==> config.mk <==
export PLATFORM = sky130hd
export DESIGN_NAME = addsub_serial_flat
export DESIGN_NICKNAME = d
export VERILOG_FILES = /design/src/rtl/addsub_serial_pkg.sv /design/src/rtl/addsub_serial_if.sv /design/src/rtl/addsub_serial_addk_slice.sv /design/src/rtl/fulladder.sv /design/src/rtl/addsub_serial.sv /design/src/flat_wrapper.sv
export SDC_FILE = /design/constraint.sdc
export NUM_CORES = 1
export LEC_CHECK = 0
export ABC_CLOCK_PERIOD_IN_PS = 5300
export BUFFER_PORTS_ARGS = -buffer_cell sky130_fd_sc_hd__buf_2
export CORE_MARGIN = 1
export CORE_UTILIZATION = 50
export CTS_CLUSTER_DIAMETER = 150
export DETAILED_ROUTE_END_ITERATION = 8
export GPL_ROUTABILITY_DRIVEN = 0
export PLACE_DENSITY_LB_ADDON = 0.25
export SYNTH_ARGS = -nofsm -noshare
export SYNTH_HDL_FRONTEND = slang
export SYNTH_SLANG_ARGS = --single-unit
==> constraint.sdc <==
create_clock -name clk -period 5.3 [get_ports clk]
set_input_delay 0.53 -clock clk [delete_from_list [all_inputs] [get_ports clk]]
set_output_delay 0.53 -clock clk [all_outputs]
set_load 0.02 [all_outputs]
==> src/rtl/addsub_serial_pkg.sv <==
// Shared types and elaboration helpers for the digit-serial adder/subtractor.
// Width parameters stay on the modules; this package only supplies the helpers that use them.
package addsub_serial_pkg;

  localparam int N_DEF = 32;
  localparam int K_DEF = 8;

  typedef enum logic {
    IDLE = 1'b0,
    RUN  = 1'b1
  } state_e;

  // Digit counter width: clog2(N/K), never below one bit so K==N still has a counter.
  function automatic int cnt_width(input int n, input int k);
    int digits;
    digits = n / k;
    return (digits <= 1) ? 1 : $clog2(digits);
  endfunction

  function automatic bit cfg_ok(input int n, input int k);
    return (k >= 1) && (k <= n) && ((n % k) == 0);
  endfunction

endpackage

==> src/rtl/addsub_serial_if.sv <==
// Request/result bundle between the ALU sequencer (master) and the serial add/sub unit (slave).
interface addsub_serial_if
  import addsub_serial_pkg::*;
#(
  parameter int N = N_DEF
) ();

  logic         start;
  logic         sub;
  logic [N-1:0] a;
  logic [N-1:0] b;
  logic         busy;
  logic         done;
  logic [N-1:0] result;
  logic         cout;
  logic         ovf;
  logic         zero;

  modport master (
    output start, sub, a, b,
    input  busy, done, result, cout, ovf, zero
  );

  modport slave (
    input  start, sub, a, b,
    output busy, done, result, cout, ovf, zero
  );

endinterface

==> src/rtl/addsub_serial_addk_slice.sv <==
// Combinational K-bit ripple adder built from a chain of full adders.
module addk_slice #(
  parameter int K = 8
) (
  input  logic [K-1:0] a_i,
  input  logic [K-1:0] b_i,
  input  logic         ci_i,
  output logic [K-1:0] r_o,
  output logic         co_o
);

  logic [K:0] c;

  assign c[0] = ci_i;

  for (genvar i = 0; i < K; i++) begin : g_fa
    fulladder u_fa (
      .a_i  (a_i[i]),
      .b_i  (b_i[i]),
      .ci_i (c[i]),
      .s_o  (r_o[i]),
      .co_o (c[i+1])
    );
  end

  assign co_o = c[K];

endmodule

==> src/rtl/fulladder.sv <==
// One-bit full adder; the building block of the digit slice.
module fulladder (
  input  logic a_i,
  input  logic b_i,
  input  logic ci_i,
  output logic s_o,
  output logic co_o
);

  assign s_o  = a_i ^ b_i ^ ci_i;
  assign co_o = (a_i & b_i) | (ci_i & (a_i ^ b_i));

endmodule

==> src/rtl/addsub_serial.sv <==
// Digit-serial N-bit add/sub: K bits per cycle through one ripple slice, N/K cycles per op.
//   state | meaning
//   IDLE  | waiting for start; result and flags hold the last completed op
//   RUN   | one digit per cycle, carry kept in carry_q between digits
module addsub_serial
  import addsub_serial_pkg::*;
#(
  parameter int N = N_DEF,
  parameter int K = K_DEF
) (
  input logic            clk,
  input logic            rst_n,
  addsub_serial_if.slave bus
);

  localparam int              NDIG = N / K;
  localparam int              CW   = cnt_width(N, K);
  localparam logic [CW-1:0]   LAST = CW'(NDIG - 1);

  if (!cfg_ok(N, K)) begin : g_bad_cfg
    $error("addsub_serial: K must divide N and lie in 1..N");
  end

  state_e         state_q, state_d;
  logic [CW-1:0]  cnt_q, cnt_d;
  logic           carry_q, carry_d;
  logic [N-1:0]   opa_q, opa_d;
  logic [N-1:0]   opb_q, opb_d;
  logic [N-1:0]   acc_q, acc_d;
  logic [N-1:0]   result_q, result_d;
  logic           done_q, done_d;
  logic           cout_q, cout_d;
  logic           ovf_q, ovf_d;
  logic           zero_q, zero_d;

  logic [K-1:0]   dig_sum;
  logic           dig_co;
  logic [N+K-1:0] acc_wide;
  logic [N-1:0]   acc_next;

  addk_slice #(.K(K)) u_slice (
    .a_i  (opa_q[K-1:0]),
    .b_i  (opb_q[K-1:0]),
    .ci_i (carry_q),
    .r_o  (dig_sum),
    .co_o (dig_co)
  );

  // New digit enters at the top; the concatenate-and-shift form also covers K == N.
  assign acc_wide = {dig_sum, acc_q} >> K;
  assign acc_next = acc_wide[N-1:0];

  always_ff @(posedge clk or negedge rst_n) begin
    if (!rst_n) begin
      state_q  <= IDLE;
      cnt_q    <= '0;
      carry_q  <= 1'b0;
      opa_q    <= '0;
      opb_q    <= '0;
      acc_q    <= '0;
      result_q <= '0;
      done_q   <= 1'b0;
      cout_q   <= 1'b0;
      ovf_q    <= 1'b0;
      zero_q   <= 1'b0;
    end else begin
      state_q  <= state_d;
      cnt_q    <= cnt_d;
      carry_q  <= carry_d;
      opa_q    <= opa_d;
      opb_q    <= opb_d;
      acc_q    <= acc_d;
      result_q <= result_d;
      done_q   <= done_d;
      cout_q   <= cout_d;
      ovf_q    <= ovf_d;
      zero_q   <= zero_d;
    end
  end

  always_comb begin
    state_d  = state_q;
    cnt_d    = cnt_q;
    carry_d  = carry_q;
    opa_d    = opa_q;
    opb_d    = opb_q;
    acc_d    = acc_q;
    result_d = result_q;
    done_d   = 1'b0;
    cout_d   = cout_q;
    ovf_d    = ovf_q;
    zero_d   = zero_q;

    unique case (state_q)
      IDLE: begin
        if (bus.start) begin
          // Subtract as a + ~b + 1: invert B here, inject the +1 as the first carry-in.
          opa_d   = bus.a;
          opb_d   = bus.b ^ {N{bus.sub}};
          carry_d = bus.sub;
          cnt_d   = '0;
          state_d = RUN;
        end
      end
      RUN: begin
        acc_d   = acc_next;
        opa_d   = opa_q >> K;
        opb_d   = opb_q >> K;
        carry_d = dig_co;
        cnt_d   = cnt_q + 1'b1;
        if (cnt_q == LAST) begin
          state_d  = IDLE;
          cnt_d    = '0;
          result_d = acc_next;
          cout_d   = dig_co;
          ovf_d    = (opa_q[K-1] == opb_q[K-1]) && (dig_sum[K-1] != opa_q[K-1]);
          zero_d   = (acc_next == '0);
          done_d   = 1'b1;
        end
      end
      default: state_d = IDLE;
    endcase
  end

  assign bus.busy   = (state_q == RUN);
  assign bus.done   = done_q;
  assign bus.result = result_q;
  assign bus.cout   = cout_q;
  assign bus.ovf    = ovf_q;
  assign bus.zero   = zero_q;

endmodule

==> src/flat_wrapper.sv <==
// flat-port wrapper written by rule: the top's interface ports become plain ports
module addsub_serial_flat import addsub_serial_pkg::*;
#(
  parameter int N = N_DEF,
  parameter int K = K_DEF
)
  (clk, rst_n, bus_start, bus_sub, bus_a, bus_b, bus_busy, bus_done, bus_result, bus_cout, bus_ovf, bus_zero);
  addsub_serial_if #(.N(N)) bus_i ();
  input logic clk;
  input logic rst_n;
  input wire logic [$bits(bus_i.start)-1:0] bus_start;
  input wire logic [$bits(bus_i.sub)-1:0] bus_sub;
  input wire logic [$bits(bus_i.a)-1:0] bus_a;
  input wire logic [$bits(bus_i.b)-1:0] bus_b;
  output wire logic [$bits(bus_i.busy)-1:0] bus_busy;
  output wire logic [$bits(bus_i.done)-1:0] bus_done;
  output wire logic [$bits(bus_i.result)-1:0] bus_result;
  output wire logic [$bits(bus_i.cout)-1:0] bus_cout;
  output wire logic [$bits(bus_i.ovf)-1:0] bus_ovf;
  output wire logic [$bits(bus_i.zero)-1:0] bus_zero;
  assign bus_i.start = bus_start;
  assign bus_i.sub = bus_sub;
  assign bus_i.a = bus_a;
  assign bus_i.b = bus_b;
  assign bus_busy = bus_i.busy;
  assign bus_done = bus_i.done;
  assign bus_result = bus_i.result;
  assign bus_cout = bus_i.cout;
  assign bus_ovf = bus_i.ovf;
  assign bus_zero = bus_i.zero;
  addsub_serial #(.N(N), .K(K)) u_core (.clk(clk), .rst_n(rst_n), .bus(bus_i));
endmodule
* Word level (Yosys, flattened, before mapping)
Index checks and enable logic that the tools add are counted.
** Word-level totals
- Bits of input ports :: 68
- Word-level logic and storage cells :: 75
- Bits in registers :: 136
** Cells by class
- Reduce and logical (&&, ||, !) cells :: 3
- $add $sub $neg :: 1
- Muxes and demuxes :: 14
- Bitwise operators :: 42
- Eq/ne operators :: 4
** Operators by type and width (number)
- one-hot mux 32 bit (2 select lines) :: 2
- two-way mux 32 bit :: 2
- logical NOT 32 bit :: 1
- XOR 32 bit :: 1
- bitwise AND 1 bit :: 16
- XOR 1 bit :: 16
- OR 1 bit :: 8
- two-way mux 1 bit :: 5
- two-way mux 2 bit :: 2
- one-hot mux 1 bit (2 select lines) :: 2
- one-hot mux 2 bit (2 select lines) :: 1
- adder 2 x 1 -> 2 bit, second input constant :: 1
- == test 2 bit, second input constant :: 1
- inequality test 2 bit, second input constant :: 1
- AND reduction 2 bit :: 1
- == test 1 bit :: 1
- logical AND 1 bit :: 1
- inequality test 1 bit :: 1
- inverter 1 bit :: 1

* Logic depth before layout (Yosys ltp)
Gate-level depths: netlist (run 1).
- Depth in word-level cells :: 18
- Depth in mapped cells :: 13

* By module
Synthesis (run 1) repeated with hierarchy kept, for this count alone.
** Unflattened totals
- Cell total of the unflattened synthesis :: 462
- Area total of the unflattened synthesis :: 5855.6 µm²
** Modules (own cells, without submodules)
- addsub_serial :: times used 1, cells each 454, area an instance 5695.5 µm²
- fulladder :: times used 8, cells each 1, area an instance 20.0 µm²

* Worst setup path before layout (run 1)
No wires, ideal clock.
- Path kind :: flip-flop to flip-flop
- Start point :: register u_core.opb_q[0]
- End point :: register u_core.ovf_q, in the netlist u_core.bus.ovf
- Slack :: 1.082 ns
- Arrival :: 4.122 ns
- Cell stages (with the launch flop) :: 14
- Buffers on the path :: 0
- Clock period less this slack :: 4.218 ns
- Cells stage by stage :: dfrtp_1 -> fa_1 -> fa_1 -> fa_1 -> fa_1 -> inv_1 -> fa_1 -> inv_1 -> fa_1 -> fa_1 -> inv_1 -> fa_1 -> xor2_1 -> o31ai_1
** Between the ends
- Cells in the longest elaborated chain, start to end :: 18
- Elaborated cells on any way between the ends :: 19
- Those cells by class :: 1 x eq/ne; 17 x bitwise; 1 x reduce/logical
** Ends and longest elaborated chain
- from (decl) :: RTL line addsub_serial.sv:28 : logic [N-1:0] opb_q, opb_d;
- from (signal assigned) :: RTL line addsub_serial.sv:71 : opb_q <= opb_d;
- XOR 1 bit :: RTL line fulladder.sv:11 : assign co_o = (a_i & b_i) | (ci_i & (a_i ^ b_i));
- bitwise AND 1 bit :: RTL line fulladder.sv:11
- OR 1 bit (*) :: RTL line fulladder.sv:11
- bitwise AND 1 bit (*) :: RTL line fulladder.sv:11
- OR 1 bit (*) :: RTL line fulladder.sv:11
- bitwise AND 1 bit (*) :: RTL line fulladder.sv:11
- OR 1 bit (*) :: RTL line fulladder.sv:11
- bitwise AND 1 bit (*) :: RTL line fulladder.sv:11
- (+2 left out)
- OR 1 bit (*) :: RTL line fulladder.sv:11
- bitwise AND 1 bit (*) :: RTL line fulladder.sv:11
- OR 1 bit (*) :: RTL line fulladder.sv:11
- bitwise AND 1 bit (*) :: RTL line fulladder.sv:11
- OR 1 bit (*) :: RTL line fulladder.sv:11
- XOR 1 bit (*) :: RTL line fulladder.sv:10 : assign s_o = a_i ^ b_i ^ ci_i;
- inequality test 1 bit (*) :: RTL line addsub_serial.sv:116 : ovf_d = (opa_q[K-1] == opb_q[K-1]) && (dig_sum[K-1] != opa_q[K-1]);
- logical AND 1 bit (*) :: RTL line addsub_serial.sv:116
- to (signal assigned) :: RTL line addsub_serial.sv:76 : ovf_q <= ovf_d;
- to (decl) :: RTL line addsub_serial.sv:33 : logic ovf_q, ovf_d;
Every way passes the cells marked *; elsewhere a longest branch is shown, timed or not.
A chain may end at the register's enable or synchronous reset.

* Worst setup path in the final report (run 1)
Same ends and word-level chain as after synthesis.

==> results of run 1 <==
## routing by layer
metal  up-vias  global-route usage [%]  routed length (µm)
met5         -                       0                   0
met4         0                    6.57                 138
met3        15                    6.47                 509
met2        99                    35.2                5880
met1      1800                    24.1                4800
li1       1819                       -                   -
## placed cells by master (no fill, tap or decap), types with 2 or more instances in the layout
cell type,count
a211oi_1,9
a21oi_1,3
buf_2,102
buf_4,3
clkbuf_1,3
clkbuf_16,17
clkbuf_8,5
clkinv_2,5
dfrtp_1,127
fa_1,8
ha_1,2
inv_1,9
mux2_2,52
mux2i_1,56
nand2_1,55
nand4_1,2
nor2_1,20
nor4_1,7
o21ai_0,52
xnor2_1,8
xor2_1,25
## path summary, 6_finish.rpt
path                                         to  cells after the start
max                              u_core.bus.ovf                     13
min                        u_core.bus.result[2]                      1
max reg2reg                      u_core.bus.ovf                     13
min reg2reg                      u_core.bus.ovf                      2
max in group asynchronous       u_core.bus.busy                      2
min in group clk               u_core.opa_q[24]                      3
## power by group through the flow
stage	sequential (mW)	clock, mW	combinational [mW]
after global routing	1.85	1.15	1.49
after floorplan	1.80	0	0.908
after CTS	1.79	1.10	1.36
final	1.78	1.08	1.34
after global placement	1.77	0	1.29
after detailed placement	1.79	0	1.35
## registers in the layout (all words and copies together), names as in the netlist
| name | count |
|---|---|
| u_core.bus.result | 32 |
| u_core.acc_q | 24 |
| u_core.opb_q | 32 |
| u_core.opa_q | 32 |
| u_core.bus.zero | 1 |
| u_core.bus.done | 1 |
| u_core.carry_q | 1 |
| u_core.bus.ovf | 1 |
| u_core.bus.busy | 1 |
| u_core.bus.cout | 1 |
| u_core.cnt_q | 2 |
## layout make-up
class	count	area, µm²	share of cell area (%)
Clock buffer	25	505	7.34
Clock inverter	6	55.1	0.799
Inverter	9	33.8	0.490
Multi-Input combinational cell	306	2360	34.3
Sequential cell	128	3210	46.6
Tap cell	143	179	2.60
Timing Repair Buffer	106	544	7.90
## worst max-delay path, stage by stage (launching register included)
cell	delay, ps
dfrtp_1	390
fa_1	460
fa_1	460
fa_1	460
fa_1	430
inv_1	90
fa_1	180
inv_1	60
fa_1	450
fa_1	420
inv_1	90
fa_1	460
xor2_1	170
o31ai_1	190
## logic make-up (layout without fill, tap and decap cells)
| family | count (synthesis) | count (layout) | synth area share, % |
|---|---|---|---|
| compound gates | 68 | 68 | 6.54 |
| xor+xnor | 33 | 33 | 4.95 |
| fa+ha+maj | 10 | 10 | 3.17 |
| buf+inv | 42 | 146 | 4.65 |
| flops | 128 | 128 | 54.9 |
| mux | 108 | 108 | 19.6 |
| simple gates | 87 | 87 | 6.19 |
## through the flow
stage	power, mW	std cells	instance area (µm²)	hold WS, ps	utilization [%]
2_1_floorplan	2.71	476	5840	234	-
3_3_place_gp	3.06	692	6330	459	55.4
3_5_place_dp	3.14	692	6330	469	55.4
4_1_cts	4.25	723	6890	238	60.3
5_1_grt	4.49	723	6890	265	60.3
6_report	4.20	723	6890	203	60.3
==> out/qor.txt, run 1 <==
r2r startpoint: u_core.opb_q[0]
CTS tree: built
Worst Path Arrival: 4700 ps
Longest Clk Path Bufs: 2
Place WS: 876 ps
# IOs: 105
Comb pwr share: 31.8%
Iteration-0 DRC Markers: 210
Worst EP required: 5610 ps
Syn Nets: 554
remaining global-route overflow: 0
die area: 0.0121 mm²
n_diodes: 0
count of buffers from port buffering: 104
PD cells: 610 mW/mm²
CTS Root Buffer Type: clkbuf_16
Die W: 110 µm
via count: 3,733
H-Tree Depth: 4
mapped cell area: 0.00584 mm²
share of the synthesized area in the top cell type: 54.9%
Int Pwr: 2.74 mW
CTS buffer count: 17
clock skew: 6.25 ps
Least-Margin Pin Slew: 1110 ps
layout cells sized above 1: 32.6%
Reg clk slew, reported paths: 50 ps
setup tns final: 0 ps
top post-synthesis cells by area: dfrtp_1 55%, mux2_2 10%, mux2i_1 9.6%, o21ai_0 4.5%, xor2_1 3.8%
Max-cap violations: 0
crit-path max FO: 4
first-pass GRT wire length: 18.2 mm
Clock Latency Late Sink: 410 ps
dpl hpwl: 7.52 mm
clock sink total: 128
routed vias/inst: 5.16
Yosys reg bits: 128
gr usage total: 20.4%
unrepaired setup endpoints after global routing: false
filler instances: 957
Initial Util: 51.1%
Core Box Area: 0.0114 mm²
maximum number of pins on one net before global-route repair: 96
commonest cells in the netlist: 128 x dfrtp_1, 56 x mux2i_1, 55 x nand2_1
most common cell in the netlist: dfrtp_1
Tmin final: 4390 ps
Clock Power Share: 25.8%
net switching power: 1.46 mW
setup violators final: 0
post-cts resize count: 0
final hold violations: 0
area growth from synthesis to layout: 18.0%
kind of critical path: reg2reg
vias in the first global route: 3,703
PnR worst setup slack: 905 ps
crit end category: flip-flop
post-synthesis sequential area ratio: 54.9%
Post-CTS Hold Fix Bufs: 0
row count: 39
Max Clk Rate: 228 MHz
Syn. warnings: 0
Antenna Violating Nets Remaining: 0
Syn Area/Cell: 12.3 µm²
Switching Fraction: 34.8%
Seq pwr share: 42.4%
Primary FF master, synth: dfrtp_1
outcome: complete, no violations
Syn Inst Count: 476
CP Launch Point: u_core.opb_q[0]
Die Height: 110 µm
fin crit share: 82.9%
nets: 646
Startpoint Class: flip-flop
r2r setup slk: 910 ps
Min-Delay Path Class: in2async
DR pass1 iterations: 4
Slew HR: 25.9%
number of flops mapped to enable cells by yosys: 0
postcts setup bufs: 0
DRC: 0
async set-reset flop share out of synthesis: 100%
Max Slew Vio Count: 0
Netlist cell types: 26
final WL: 11.3 mm
P_leak: 3.33 nW
Avg WL per Cell: 15.7 µm
Yosys top cell by area: dfrtp_1
initial antenna violation count: 0
Worst VDD drop: 0.441 mV
(Power assumes the default switching activity.)
==> inputs of run 2 (changes only) <==
--- a/config.mk
+++ b/config.mk
@@ -5,7 +5,7 @@
 export SDC_FILE = /design/constraint.sdc
 export NUM_CORES = 1
 export LEC_CHECK = 0
-export ABC_CLOCK_PERIOD_IN_PS = 5300
+export ABC_CLOCK_PERIOD_IN_PS = 4350
 export BUFFER_PORTS_ARGS = -buffer_cell sky130_fd_sc_hd__buf_2
 export CORE_MARGIN = 1
 export CORE_UTILIZATION = 50
==> constraint.sdc (replaced) <==
create_clock -name clk -period 4.35 [get_ports clk]
set_input_delay 0.435 -clock clk [delete_from_list [all_inputs] [get_ports clk]]
set_output_delay 0.435 -clock clk [all_outputs]
set_load 0.02 [all_outputs]
==> run 2 against run 1 <==
Net effect: first-iteration DRC count down 11%; utilization down 0.31 points; combinational power up 22%; count of clock-buffer cells in the layout up 4; register-to-register slack worse by 620 ps; global-route usage up 0.080 points; fmax up 8.1%; worst hold slack worse by 97 ps; sequential share of layout area up 0.24 points; critical path depth unchanged; flip-flop and latch count unchanged; total power up 20%; highest routed layer unchanged.
==> out/qor.txt, run 2 (synthesized netlist as in run 1, its figures left out) <==
fin area: 0.00685 mm² (was 0.00689 mm²)
Longest Clk Path Bufs: 2 (unchanged)
CTS buffer count: 17 (unchanged)
Antenna Violating Nets Remaining: 0 (unchanged)
Clock Power Share: 24.4% (was 25.8%)
Worst VDD drop: 0.462 mV (was 0.441 mV)
worst path cell trace: fa_2, fa_2, fa_2, fa_2, inv_2, fa_1, inv_1, fa_2, fa_1, inv_1, fa_2, xor2_1, o31ai_1 (was fa_1, fa_1, fa_1, fa_1, inv_1, fa_1, inv_1, fa_1, fa_1, inv_1, fa_1, xor2_1, o31ai_1)
placed inst area: 0.00633 mm² (unchanged)
crit-path max FO: 4 (unchanged)
CTS tree: built (unchanged)
setup tns final: 0 ps (unchanged)
r2r setup slk: 290 ps (was 910 ps)
PnR worst setup slack: 286 ps (was 905 ps)
gr usage total: 20.5% (was 20.4%)
Die W: 110 µm (unchanged)
area growth from synthesis to layout: 17.4% (was 18.0%)
H-Tree Depth: 4 (unchanged)
DR pass1 iterations: 4 (unchanged)
unrepaired setup endpoints after global routing: false (unchanged)
count of buffers from port buffering: 104 (unchanged)
clock skew: 5.87 ps (was 6.25 ps)
Slew HR: 27.0% (was 25.9%)
first-pass GRT wire length: 18.0 mm (was 18.2 mm)
kind of critical path: reg2reg (unchanged)
r2r startpoint: u_core.carry_q (was u_core.opb_q[0])
Max Slew Vio Count: 0 (unchanged)
# IOs: 105 (unchanged)
M3 GR Usage: 6.11% (was 6.47%)
Reg clk slew, reported paths: 50 ps (about the same)
Least-Margin Pin Slew: 1100 ps (was 1110 ps)
setup violators final: 0 (unchanged)
Iteration-0 DRC Markers: 186 (was 210)
Avg WL per Cell: 15.5 µm (was 15.7 µm)
initial antenna violation count: 0 (unchanged)
net switching power: 1.75 mW (was 1.46 mW)
Place WS: -146 ps (was 876 ps)
dpl hpwl: 7.49 mm (was 7.52 mm)
Switching Fraction: 34.7% (was 34.8%)
row count: 39 (unchanged)
Seq pwr share: 43.3% (was 42.4%)
commonest non-fill, non-tap cell in the layout: dfrtp_1 (unchanged)
vias in the first global route: 3,599 (was 3,703)
clock sink total: 128 (unchanged)
P_leak: 3.29 nW (was 3.33 nW)
layout cells sized above 1: 32.7% (was 32.6%)
final hold violations: 0 (unchanged)
commonest non-fill, non-tap cells in the layout: 127 x dfrtp_1, 102 x buf_2, 56 x mux2i_1, 55 x nand2_1 (unchanged)
Core Box Area: 0.0114 mm² (unchanged)
n_diodes: 0 (unchanged)
routed vias/inst: 5.14 (was 5.16)
CP Launch Point: u_core.carry_q (was u_core.opb_q[0])
Worst path max stage delay: 470 ps (was 460 ps)
total chip power: 5.03 mW (was 4.20 mW)
maximum number of pins on one net before global-route repair: 96 (unchanged)
grt met1 use: 24.7% (was 24.1%)
Die Height: 110 µm (unchanged)
final WL: 11.2 mm (was 11.3 mm)
Clock Latency Late Sink: 410 ps (about the same)
CP max-delay cell: fa_2 (was fa_1)
PD cells: 735 mW/mm² (was 610 mW/mm²)
die area: 0.0121 mm² (unchanged)
DRC: 0 (unchanged)
Max Clk Rate: 246 MHz (was 228 MHz)
Int Pwr: 3.29 mW (was 2.74 mW)
Comb pwr share: 32.3% (was 31.8%)
CTS Root Buffer Type: clkbuf_16 (unchanged)
met2 usage: 33.6% (was 35.2%)
nets: 646 (unchanged)
grt peak-use layer: met2 (unchanged)
Worst EP required: 4660 ps (was 5610 ps)
Min-Delay Path Class: in2async (unchanged)
outcome: complete, no violations (unchanged)
Crit path top cell by count: fa_2 (was fa_1)
Startpoint Class: flip-flop (unchanged)
via count: 3,708 (was 3,733)
Tmin final: 4060 ps (was 4390 ps)
crit end category: flip-flop (unchanged)
remaining global-route overflow: 0 (unchanged)
fin crit share: 93.4% (was 82.9%)
Max-cap violations: 0 (unchanged)
Worst Path Arrival: 4380 ps (was 4700 ps)
Initial Util: 51.1% (unchanged)
-- run 2: cell count changes in the layout (fill, tap and decap cells not counted), sizes merged --
cell,before,now
bufinv,1,0
clkbuf,25,29
clkinv,5,0
-- run 2: final timing paths --
kind                                        end  cells after the start
min reg2reg                      u_core.bus.ovf                      2
min in group clk               u_core.opa_q[30]                      3
max in group asynchronous      u_core.opb_q[28]                      2
max reg2reg                      u_core.bus.ovf                     13
min                        u_core.bus.result[2]                      1
max                              u_core.bus.ovf                     13
-- run 2: area by class of cell --
cell class,count,area [µm²]
Timing Repair Buffer,106,544
Tap cell,143,179
Sequential cell,128,3210
Clock buffer,29,510
Fill cell,961,4570
Inverter,9,33.8
Multi-Input combinational cell,306,2380
-- run 2: repair_timing --
action                                  in CTS  in global routing
endpoints found under the setup margin       3                  2
gates resized for setup                      4                  3
buffers inserted                             0                  0
pin swaps                                    0                  5
hold buffers                                 0                  0
-- run 2: power groups by stage --
stage | clock, mW | combinational [mW] | sequential, mW
after floorplan | 0 | 1.11 | 2.19
after global placement | 0 | 1.56 | 2.18
final | 1.23 | 1.63 | 2.18
after detailed placement | 0 | 1.63 | 2.20
after global routing | 1.31 | 1.83 | 2.26
after CTS | 1.26 | 1.65 | 2.18
-- run 2: metrics by stage --
stage               util, %  std cells  hold WS [ps]
floorplan                 -        476           139
global placement       55.4        692           459
detailed placement     55.4        692           468
CTS                    60.0        721           147
global route           60.0        721           166
finish                 60.0        721           106
-- run 2: metal layers --
metal,routed length [µm],part of all wire [%]
met2,5660,51
met3,480,4.3
met5,0,0
met1,4830,43
met4,229,2.0
-- run 2: critical path, delay by kind of cell, from the launching register on --
kind	cells	cell delay, ps
AOI/OAI and AO/OA	1	220
xor gates and xnor gates	1	160
adders and majority gates	8	2980
DFF	1	390
buffers and inverters	3	210
